### config.mk
export PLATFORM = sky130hd
export DESIGN_NAME = exe_stage
export DESIGN_NICKNAME = d
export VERILOG_FILES = /design/src/rtl/arm_pkg.sv /design/src/rtl/val2_generator.sv /design/src/rtl/exe_stage.sv
export SDC_FILE = /design/constraint.sdc
export NUM_CORES = 1
export LEC_CHECK = 0
export BUFFER_PORTS_ARGS = -buffer_cell sky130_fd_sc_hd__buf_2
export CAP_MARGIN = 20
export CORE_MARGIN = 1
export CORE_UTILIZATION = 60
export CTS_CLUSTER_DIAMETER = 30
export DETAILED_ROUTE_END_ITERATION = 7
export HOLD_SLACK_MARGIN = 0.15
export PLACE_DENSITY = 0.85
export SLEW_MARGIN = 20
export SYNTH_ARGS = -nofsm -noshare
export SYNTH_HDL_FRONTEND = slang
export SYNTH_SLANG_ARGS = --single-unit
### constraint.sdc
create_clock -name clk -period 10.3 [get_ports clk]
set_input_delay 0.515 -clock clk [delete_from_list [all_inputs] [get_ports clk]]
set_output_delay 0.515 -clock clk [all_outputs]
set_load 0.05 [all_outputs]
### src/rtl/arm_pkg.sv
// rtl/arm_pkg.sv - shared ALU command, shift-type and NZCV constants for the ARM-subset pipeline
//
// Contents:
//   EXE_* : ALU operation codes carried on EXE_CMD.
//   SHIFT_*: register shift types taken from instruction bits [6:5].
//   FLAG_*: bit positions inside the 4-bit NZCV status word.
//   ror32 : 32-bit rotate right, shared by the immediate and register paths.
package arm_pkg;

    localparam logic [3:0] EXE_MOV = 4'b0001;
    localparam logic [3:0] EXE_ADD = 4'b0010;
    localparam logic [3:0] EXE_ADC = 4'b0011;
    localparam logic [3:0] EXE_SUB = 4'b0100;
    localparam logic [3:0] EXE_SBC = 4'b0101;
    localparam logic [3:0] EXE_AND = 4'b0110;
    localparam logic [3:0] EXE_ORR = 4'b0111;
    localparam logic [3:0] EXE_EOR = 4'b1000;
    localparam logic [3:0] EXE_MVN = 4'b1001;

    localparam logic [1:0] SHIFT_LSL = 2'b00;
    localparam logic [1:0] SHIFT_LSR = 2'b01;
    localparam logic [1:0] SHIFT_ASR = 2'b10;
    localparam logic [1:0] SHIFT_ROR = 2'b11;

    localparam int FLAG_N = 3;
    localparam int FLAG_Z = 2;
    localparam int FLAG_C = 1;
    localparam int FLAG_V = 0;

    // Doubling the word lets a plain right shift act as a rotate.
    function automatic logic [31:0] ror32(input logic [31:0] x, input logic [4:0] amt);
        logic [63:0] dbl;
        dbl = {x, x} >> amt;
        return dbl[31:0];
    endfunction

endpackage

### src/rtl/val2_generator.sv
// rtl/val2_generator.sv - combinational second-operand former for the execute stage
//
// Ports:
//   Val_Rm        in  32 : register operand Rm
//   Shift_operand in  12 : instruction bits [11:0]
//   imm           in   1 : I bit
//   mem_access    in   1 : load/store, selects the 12-bit unsigned offset
//   Val2          out 32 : second ALU operand
module val2_generator
    import arm_pkg::*;
(
    input  logic [31:0] Val_Rm,
    input  logic [11:0] Shift_operand,
    input  logic        imm,
    input  logic        mem_access,
    output logic [31:0] Val2
);

    logic [4:0]  shift_amt;
    logic [31:0] rot_imm;
    logic [31:0] shifted;

    assign shift_amt = Shift_operand[11:7];

    // 8-bit immediate rotated right by twice the 4-bit rotate field.
    assign rot_imm = ror32({24'd0, Shift_operand[7:0]}, {Shift_operand[11:8], 1'b0});

    // A zero amount leaves Rm untouched for every type, so no special case is needed.
    always_comb begin
        shifted = Val_Rm;
        case (Shift_operand[6:5])
            SHIFT_LSL: shifted = Val_Rm << shift_amt;
            SHIFT_LSR: shifted = Val_Rm >> shift_amt;
            SHIFT_ASR: shifted = $unsigned($signed(Val_Rm) >>> shift_amt);
            SHIFT_ROR: shifted = ror32(Val_Rm, shift_amt);
            default:   shifted = Val_Rm;
        endcase
    end

    // Memory offset wins over the I bit.
    always_comb begin
        if (mem_access) begin
            Val2 = {20'd0, Shift_operand};
        end else if (imm) begin
            Val2 = rot_imm;
        end else begin
            Val2 = shifted;
        end
    end

endmodule

### src/rtl/exe_stage.sv
// rtl/exe_stage.sv - execute stage: Val2, ALU, NZCV status register, branch target, EXE/MEM register
//
// Ports:
//   clk, rst (sync, active-high), freeze (hold all state)
//   *_IN          : ID/EXE register contents (controls, PC+4, operands, shift field, imm24, dest)
//   WB_EN, MEM_R_EN, MEM_W_EN, ALU_Res, Val_Rm, Dest : registered EXE/MEM outputs
//   Branch_Taken, Branch_Addr : combinational branch decision and target
//   Status        : registered NZCV (bit 3 = N), fed back to the condition check
module exe_stage
    import arm_pkg::*;
(
    input  logic        clk,
    input  logic        rst,
    input  logic        freeze,
    input  logic        WB_EN_IN,
    input  logic        MEM_R_EN_IN,
    input  logic        MEM_W_EN_IN,
    input  logic        B_IN,
    input  logic        S_IN,
    input  logic [3:0]  EXE_CMD_IN,
    input  logic [31:0] PC_IN,
    input  logic [31:0] Val_Rn_IN,
    input  logic [31:0] Val_Rm_IN,
    input  logic        imm_IN,
    input  logic [11:0] Shift_operand_IN,
    input  logic [23:0] Signed_imm_24_IN,
    input  logic [3:0]  Dest_IN,
    output logic        WB_EN,
    output logic        MEM_R_EN,
    output logic        MEM_W_EN,
    output logic [31:0] ALU_Res,
    output logic [31:0] Val_Rm,
    output logic [3:0]  Dest,
    output logic        Branch_Taken,
    output logic [31:0] Branch_Addr,
    output logic [3:0]  Status
);

    logic [31:0] val2;
    logic [31:0] alu_res;
    logic [31:0] op_b;
    logic        cin_eff;
    logic [32:0] sum33;
    logic        arith;
    logic        logical;
    logic [3:0]  flags_new;
    logic        c_in;

    logic        wb_en_q, mem_r_en_q, mem_w_en_q;
    logic [31:0] alu_res_q, val_rm_q;
    logic [3:0]  dest_q;
    logic [3:0]  status_q, status_d;

    val2_generator u_val2 (
        .Val_Rm        (Val_Rm_IN),
        .Shift_operand (Shift_operand_IN),
        .imm           (imm_IN),
        .mem_access    (MEM_R_EN_IN | MEM_W_EN_IN),
        .Val2          (val2)
    );

    assign c_in = status_q[FLAG_C];

    // Subtraction is Rn + ~Val2 + carry-in, so one adder and one overflow rule serve all four
    // arithmetic ops; C out of bit 32 is then "no borrow" for SUB/SBC.
    always_comb begin
        op_b    = val2;
        cin_eff = 1'b0;
        arith   = 1'b0;
        logical = 1'b0;
        alu_res = 32'd0;
        case (EXE_CMD_IN)
            EXE_ADD: begin arith = 1'b1; end
            EXE_ADC: begin arith = 1'b1; cin_eff = c_in; end
            EXE_SUB: begin arith = 1'b1; op_b = ~val2; cin_eff = 1'b1; end
            EXE_SBC: begin arith = 1'b1; op_b = ~val2; cin_eff = c_in; end
            default: begin end
        endcase

        sum33 = {1'b0, Val_Rn_IN} + {1'b0, op_b} + {32'd0, cin_eff};

        case (EXE_CMD_IN)
            EXE_MOV: begin alu_res = val2;              logical = 1'b1; end
            EXE_MVN: begin alu_res = ~val2;             logical = 1'b1; end
            EXE_AND: begin alu_res = Val_Rn_IN & val2;  logical = 1'b1; end
            EXE_ORR: begin alu_res = Val_Rn_IN | val2;  logical = 1'b1; end
            EXE_EOR: begin alu_res = Val_Rn_IN ^ val2;  logical = 1'b1; end
            EXE_ADD, EXE_ADC, EXE_SUB, EXE_SBC: alu_res = sum33[31:0];
            default: alu_res = 32'd0;
        endcase
    end

    // Unknown commands leave all four flags as they were; logical ops keep C and V.
    always_comb begin
        flags_new = status_q;
        if (arith || logical) begin
            flags_new[FLAG_N] = alu_res[31];
            flags_new[FLAG_Z] = (alu_res == 32'd0);
        end
        if (arith) begin
            flags_new[FLAG_C] = sum33[32];
            flags_new[FLAG_V] = (Val_Rn_IN[31] == op_b[31]) && (alu_res[31] != Val_Rn_IN[31]);
        end
    end

    assign status_d = S_IN ? flags_new : status_q;

    assign Branch_Taken = B_IN;
    assign Branch_Addr  = PC_IN + {{6{Signed_imm_24_IN[23]}}, Signed_imm_24_IN, 2'b00};

    always_ff @(posedge clk) begin
        if (rst) begin
            wb_en_q    <= 1'b0;
            mem_r_en_q <= 1'b0;
            mem_w_en_q <= 1'b0;
            alu_res_q  <= 32'd0;
            val_rm_q   <= 32'd0;
            dest_q     <= 4'd0;
            status_q   <= 4'd0;
        end else if (!freeze) begin
            wb_en_q    <= WB_EN_IN;
            mem_r_en_q <= MEM_R_EN_IN;
            mem_w_en_q <= MEM_W_EN_IN;
            alu_res_q  <= alu_res;
            val_rm_q   <= Val_Rm_IN;
            dest_q     <= Dest_IN;
            status_q   <= status_d;
        end
    end

    assign WB_EN    = wb_en_q;
    assign MEM_R_EN = mem_r_en_q;
    assign MEM_W_EN = mem_w_en_q;
    assign ALU_Res  = alu_res_q;
    assign Val_Rm   = val_rm_q;
    assign Dest     = dest_q;
    assign Status   = status_q;

endmodule

# Yosys cells after proc, flatten, opt, wreduce, memory -nomap -nowiden
# Cells that the tools add are included.
[totals] reg_bits=75 input_bits=149 word_cells=54
[op_classes] add_sub_neg=3 eq_ne=14 shifts=5 mux=8 bitwise=6 n_reduce_logical=10
[ops] operator="$pmux W32 S6" count=1
[ops] operator="$pmux W32 S4" count=1
[ops] operator="$mux W32" count=3
[ops] operator="$shr A64 B5 Y32" count=1
[ops] operator="$shr A40 B5 Y32" count=1
[ops] operator="$add A32 B32 Y33" count=1
[ops] operator="$add A33 B1 Y33" count=1
[ops] operator="$add A32 B32 Y32" count=1
[ops] operator="$and A32 B32 Y32" count=1
[ops] operator="$logic_not A32 Y1" count=1
[ops] operator="$not A32 Y32" count=1
[ops] operator="$or A32 B32 Y32" count=1
[ops] operator="$shl A32 B5 Y32" count=1
[ops] operator="$shr A32 B5 Y32" count=1
[ops] operator="$sshr A32 B5 Y32" count=1
[ops] operator="$xor A32 B32 Y32" count=1
[ops] operator="$eq A4 B3 Y1 const B" count=4
[ops] operator="$eq A4 B2 Y1 const B" count=2
[ops] operator="$eq A4 B4 Y1 const B" count=2
[ops] operator="$reduce_and A3 Y1" count=2
[ops] operator="$reduce_or A5 Y1" count=1
[ops] operator="$eq A2 B2 Y1 const B" count=2
[ops] operator="$eq A4 B1 Y1 const B" count=1
[ops] operator="$reduce_or A2 Y1" count=2
[ops] operator="other kinds (11)" count=12

# Longest topological paths before layout
[logic_depth] depth_word=11 mapped_depth=25

# Hierarchy
# From an unflattened synthesis, not the netlist that was laid out.
[hier_totals] cells_unflattened=1964 hier_area_um2=14592.7
[modules_own_cells] module="exe_stage" instances=1 cells_per_inst=1152 area_per_inst_um2=8744.6 seq_area_each_um2=1501.4
[modules_own_cells] module="val2_generator" instances=1 cells_per_inst=812 area_per_inst_um2=5848.1 seq_area_each_um2=0.0

# Worst setup path after synthesis
# Ideal clock, no wire load.
[synth_timing] kind="input to register" from="in Shift_operand_IN[7]" to="reg status_q[0] (netlist: Status[0])" t_arrival_ns=5.355 t_required_ns=10.229 setup_slack_ns=4.875 path_stages=21 n_path_buf=3 cell_sequence="buf_6 buf_12 buf_6 mux4_2 mux2_2 nor2_1 a311oi_1 or4b_1 nor3b_1 xor2_1 ha_1 o21ai_0 o21bai_1 a221o_1 a211o_1 or3_1 a31oi_1 o21a_1 a21oi_1 or4_1 a21oi_1"
[synth_between] elab_chain_cells=11 word_cells_on_any_way=19 classes_between="add/sub: 2; eq/ne: 2; shift: 5; mux: 5; bitwise: 4; reduce/logical: 1"
[synth_lines] item="from (decl)" line="exe_stage.sv:25" text="input logic [11:0] Shift_operand_IN,"
[synth_lines] item="$shr A64 B5 Y32 (tied with other cells)" line="arm_pkg.sv:33" text="dbl = {x, x} >> amt;"
[synth_lines] item="$pmux W32 S4" line="val2_generator.sv:31" text="case (Shift_operand[6:5])"
[synth_lines] item="$mux W32" line="val2_generator.sv:44" text="end else if (imm) begin"
[synth_lines] item="$mux W32 (*)" line="val2_generator.sv:42" text="if (mem_access) begin"
[synth_lines] item="$not A32 Y32" line="exe_stage.sv:75, exe_stage.sv:76, exe_stage.sv:84"
[synth_lines] item="$mux W32"
[synth_lines] item="$add A32 B32 Y33" line="exe_stage.sv:80" text="sum33 = {1'b0, Val_Rn_IN} + {1'b0, op_b} + {32'd0, cin_eff};"
[synth_lines] item="$add A33 B1 Y33" line="exe_stage.sv:80"
[synth_lines] item="$pmux W32 S6" line="exe_stage.sv:82" text="case (EXE_CMD_IN)"
[synth_lines] item="$ne A1 B1 Y1" line="exe_stage.sv:102" text="flags_new[FLAG_V] = (Val_Rn_IN[31] == op_b[31]) && (alu_res[31] != Val_Rn_IN[31]);"
[synth_lines] item="$logic_and A1 B1 Y1 (*)" line="exe_stage.sv:102"
[synth_lines] item="to (signal assigned)" line="exe_stage.sv:127" text="status_q <= status_d;"
[synth_lines] item="to (decl)" line="exe_stage.sv:52" text="logic [3:0] status_q, status_d;"
# Mark *: on every way between the ends. The rest lies on a longest branch, timed or not.
# A chain may end at the register's enable or synchronous reset.

# Worst setup path in the final report
[layout_timing] from="in Shift_operand_IN[8]" to="reg status_q[2] (netlist: Status[2])"
[layout_between] elab_chain_cells=10 word_cells_on_any_way=17 classes_between="add/sub: 2; shift: 5; mux: 5; bitwise: 4; reduce/logical: 1"
[layout_lines] item="$shr A64 B5 Y32 (tied with other cells)" line="arm_pkg.sv:33"
[layout_lines] item="$pmux W32 S4" line="val2_generator.sv:31"
[layout_lines] item="$mux W32" line="val2_generator.sv:44"
[layout_lines] item="$mux W32 (*)" line="val2_generator.sv:42"
[layout_lines] item="$not A32 Y32" line="exe_stage.sv:75, exe_stage.sv:76, exe_stage.sv:84"
[layout_lines] item="$mux W32"
[layout_lines] item="$add A32 B32 Y33" line="exe_stage.sv:80"
[layout_lines] item="$add A33 B1 Y33" line="exe_stage.sv:80"
[layout_lines] item="$pmux W32 S6 (*)" line="exe_stage.sv:82"
[layout_lines] item="$logic_not A32 Y1 (*)" line="exe_stage.sv:98" text="flags_new[FLAG_Z] = (alu_res == 32'd0);"
# Marks and branches as above.

==> impl_metrics.toml <==
[finish]
ff_latch_area_um2 = 1500
nNetsFinal = 2300
antenna_cells = 0
multi_input_area_um2 = 12100
fill_cells = 1946
area_growth_pct = 10.6
drive_gt1_share_pct = 21.7
stdcell_area_um2 = 16200

[sta]
fin_crit_sh_pct = 67.3
drv_slew = 0
max_freq_ghz = 0.144
worst_pin_slew_ns = 1.16
finalClockSkew_ns = 0.00920
maxSlewHeadroom_pct = 22.1
tns_ns = 0
setup_ws_ns = 3.36
hold_violations = 0
rsz0062_at_grt = "no"
setup_viol = 0
fin_crit_ns = 6.94
hold_ws_ns = 0.399

[synthesis]
avgSynthCellArea_um2 = 7.83
synth_edf_count = 0
ys_seq_area_share_pct = 10.3
synthCells = 1868
async_flop_share_pct = 0
yosysTopAreaCellShare_pct = 11.0
ys_ff_latch = 75
syn_area_um2 = 14600
synth_area_leader_cell = "ha_1"
yosys.cell_types.count = 99
synth_area_leaders = "ha_1 (11%), dfxtp_1 (10%), mux4_2 (9.7%), mux2i_1 (6.6%), nor2_1 (5.3%)"
yosysWarnings = 0
ys.flop_type = "dfxtp_1"
synth_nets = 2148

[route]
firstDrtPassIters = 8
ant_nets = 0
avgViaCountPerCell = 7.47
first_iter_violations = 2579
wirelength_mm = 65.4
vias = 17500
drc = 16
routedWlPerCell_um = 27.9

[cts]
cts_resized = 0
cts.clk_slew.worst_paths_ns = 0.07
cts_root_buf = "clkbuf_16"
clk_path_buf_depth = 2
numCtsBuffers = 9
cts-htree-levels = 3
cts_tree = "built"
clk_latency_ns = 0.37
post-cts-setup-buffers = 0
ctsHoldBuffers = 0
clkSinkCount = 75

[grt]
grtUsageTotal_pct = 51.1
grt_antenna_before_repair = 2
grt_overflow_total = 0
first_global_vias = 16400
grt_max_degree = 68
grt_pass1_wl_mm = 95.5

[power_and_ir_drop]
vdd_drop_max_mv = 0.0895
p_sw_share_pct = 51.7
p_leak_nw = 7.18
power.clock.fraction_pct = 19.6
p_comb_share_pct = 61.7
p_int_mw = 0.830
switching_power_mw = 0.887
seq_power_share_pct = 18.7
p_per_area_nw_per_um2 = 106
total_power_mw = 1.72

[critical_path]
critPathBufInv = 3
critical-path-max-stage-delay_ns = 0.69
crit_top_cell = "nand4_1"
cp-start-kind = "primary input"
worstSetupPathType = "in2reg"
critPathTopFamily = "compound AO/OA/AOI/OAI gates"
cp.required_ns = 10.61
cp.arrival_ns = 7.24
crit_slowest_cell = "a211oi_1"
cp-end-kind = "flip-flop"
cp_cell_sequence = "buf_4 -> buf_4 -> inv_1 -> mux4_2 -> a221oi_2 -> o22a_2 -> or4b_1 -> nor3b_1 -> xor2_1 -> ha_1 -> nand4_1 -> o22ai_1 -> a2111oi_0 -> a211oi_1 -> nor2_1 -> xnor2_1 -> a211oi_1 -> nand4_1 -> a2111oi_2 -> nand4_1 -> nand2_1"
worstPathMaxFanout = 51

[die]
core-area_um2 = 23700
die_h_um = 158
fp.dieW_um = 158
num_rows = 56
dieArea_um2 = 25000
io_pins = 257
start_util_pct = 61.7

[placement]
dp_hpwl_mm = 47.9
port_buffers = 250
routabilityCongestion = 1.14
placed_cell_area_um2 = 15900
dp_slack_ns = 3.25

[outcome]
status = "complete, but fails checks"
violations = "design-rule violations"

[run]
maxCapViolCount = 0

[min_path]
min_path_type = "in2reg"
per-layer routing:
layer / wire (um) / GRT usage (%) / up-vias
met2: 27700 / 77.4 / 1647
met1: 22600 / 59.7 / 8045
li1: - / - / 7370
met4: 5810 / 39.8 / 6
met3: 9240 / 15.6 / 442
met5: 144 / 3.73 / -
synthesized netlist by cell type, drive strengths merged, types with 32 or more instances:
cell type,number
mux4,69
inv,95
mux2i,98
o21ai,99
o211ai,32
a21oi,118
nor3,34
dfxtp,75
nand2,147
buf,53
nor2,207
ha,128
clkbuf,91
xnor2,58
nand3,34
layout make-up:
type / count / share of cell area [%]
sequential: 75 / 9.29
clock buffer: 9 / 1.39
tap: 319 / 2.47
clock inverter: 7 / 0.402
inverter: 96 / 2.23
multi-input combinational: 1553 / 74.7
timing repair buffer: 285 / 9.49
kinds of logic (layout without fill, tap and decap cells):
| kind of cell | Yosys count | count (layout) | synth area share [%] |
|---|---|---|---|
| simple gates | 567 | 567 | 18.2 |
| flops | 75 | 75 | 10.3 |
| xor+xnor | 84 | 84 | 5.03 |
| buf+inv | 240 | 397 | 7.21 |
| fa+ha+maj | 131 | 131 | 11.4 |
| mux | 196 | 196 | 19.9 |
| compound gates | 575 | 575 | 28.0 |
cells in the final DEF, fill, tap and decap left out, types with 33 or more instances in the layout:
cell     netlist  final
a21oi_1      117    117
buf_2         19    247
buf_4         12     37
dfxtp_1       75     75
ha_1         128    128
inv_1         94     93
mux2i_1       96     96
mux4_2        63     63
nand2_1      147    147
nand3_1       33     33
nor2_1       207    206
o21ai_0       92     92
xnor2_1       58     58
path summary, 6_finish.rpt:
path | startpoint | endpoint | slack, ns | depth (start not counted)
max | Shift_operand_IN[8] | Status[2] | 3.36 | 21
min | Dest_IN[0] | Dest[0] | 0.40 | 3
max reg2reg | Status[1] | Status[2] | 5.64 | 15
min reg2reg | ALU_Res[26] | ALU_Res[26] | 0.46 | 2
tightest hold or removal path: cells and delay by family:
family	cells	cell delay, ns
AND/OR/NAND/NOR	1	0.08
buffers and inverters	1	0.08
multiplexers	1	0.05
sequential cells by signal, indices dropped and copies added (netlist names):
| signal | cells |
|---|---|
| Status | 4 |
| Val_Rm | 32 |
| WB_EN | 1 |
| Dest | 4 |
| MEM_W_EN | 1 |
| ALU_Res | 32 |
| MEM_R_EN | 1 |
power groups by stage:
stage               registers [mW]  logic (mW)  clock network [mW]
floorplan                    0.394       0.664                   0
global placement             0.325       0.994                   0
detailed placement           0.327        1.01                   0
CTS                          0.320        1.02               0.336
global route                 0.323        1.11               0.346
finish                       0.321        1.06               0.337
metrics by stage:
| step | std cells | utilization [%] |
|---|---|---|
| after floorplan | 1868 | - |
| after global placement | 2327 | 66.9 |
| after detailed placement | 2327 | 66.9 |
| after CTS | 2343 | 68.2 |
| after global routing | 2344 | 68.3 |
| final | 2344 | 68.3 |
Power figures use the tool's default switching activity.
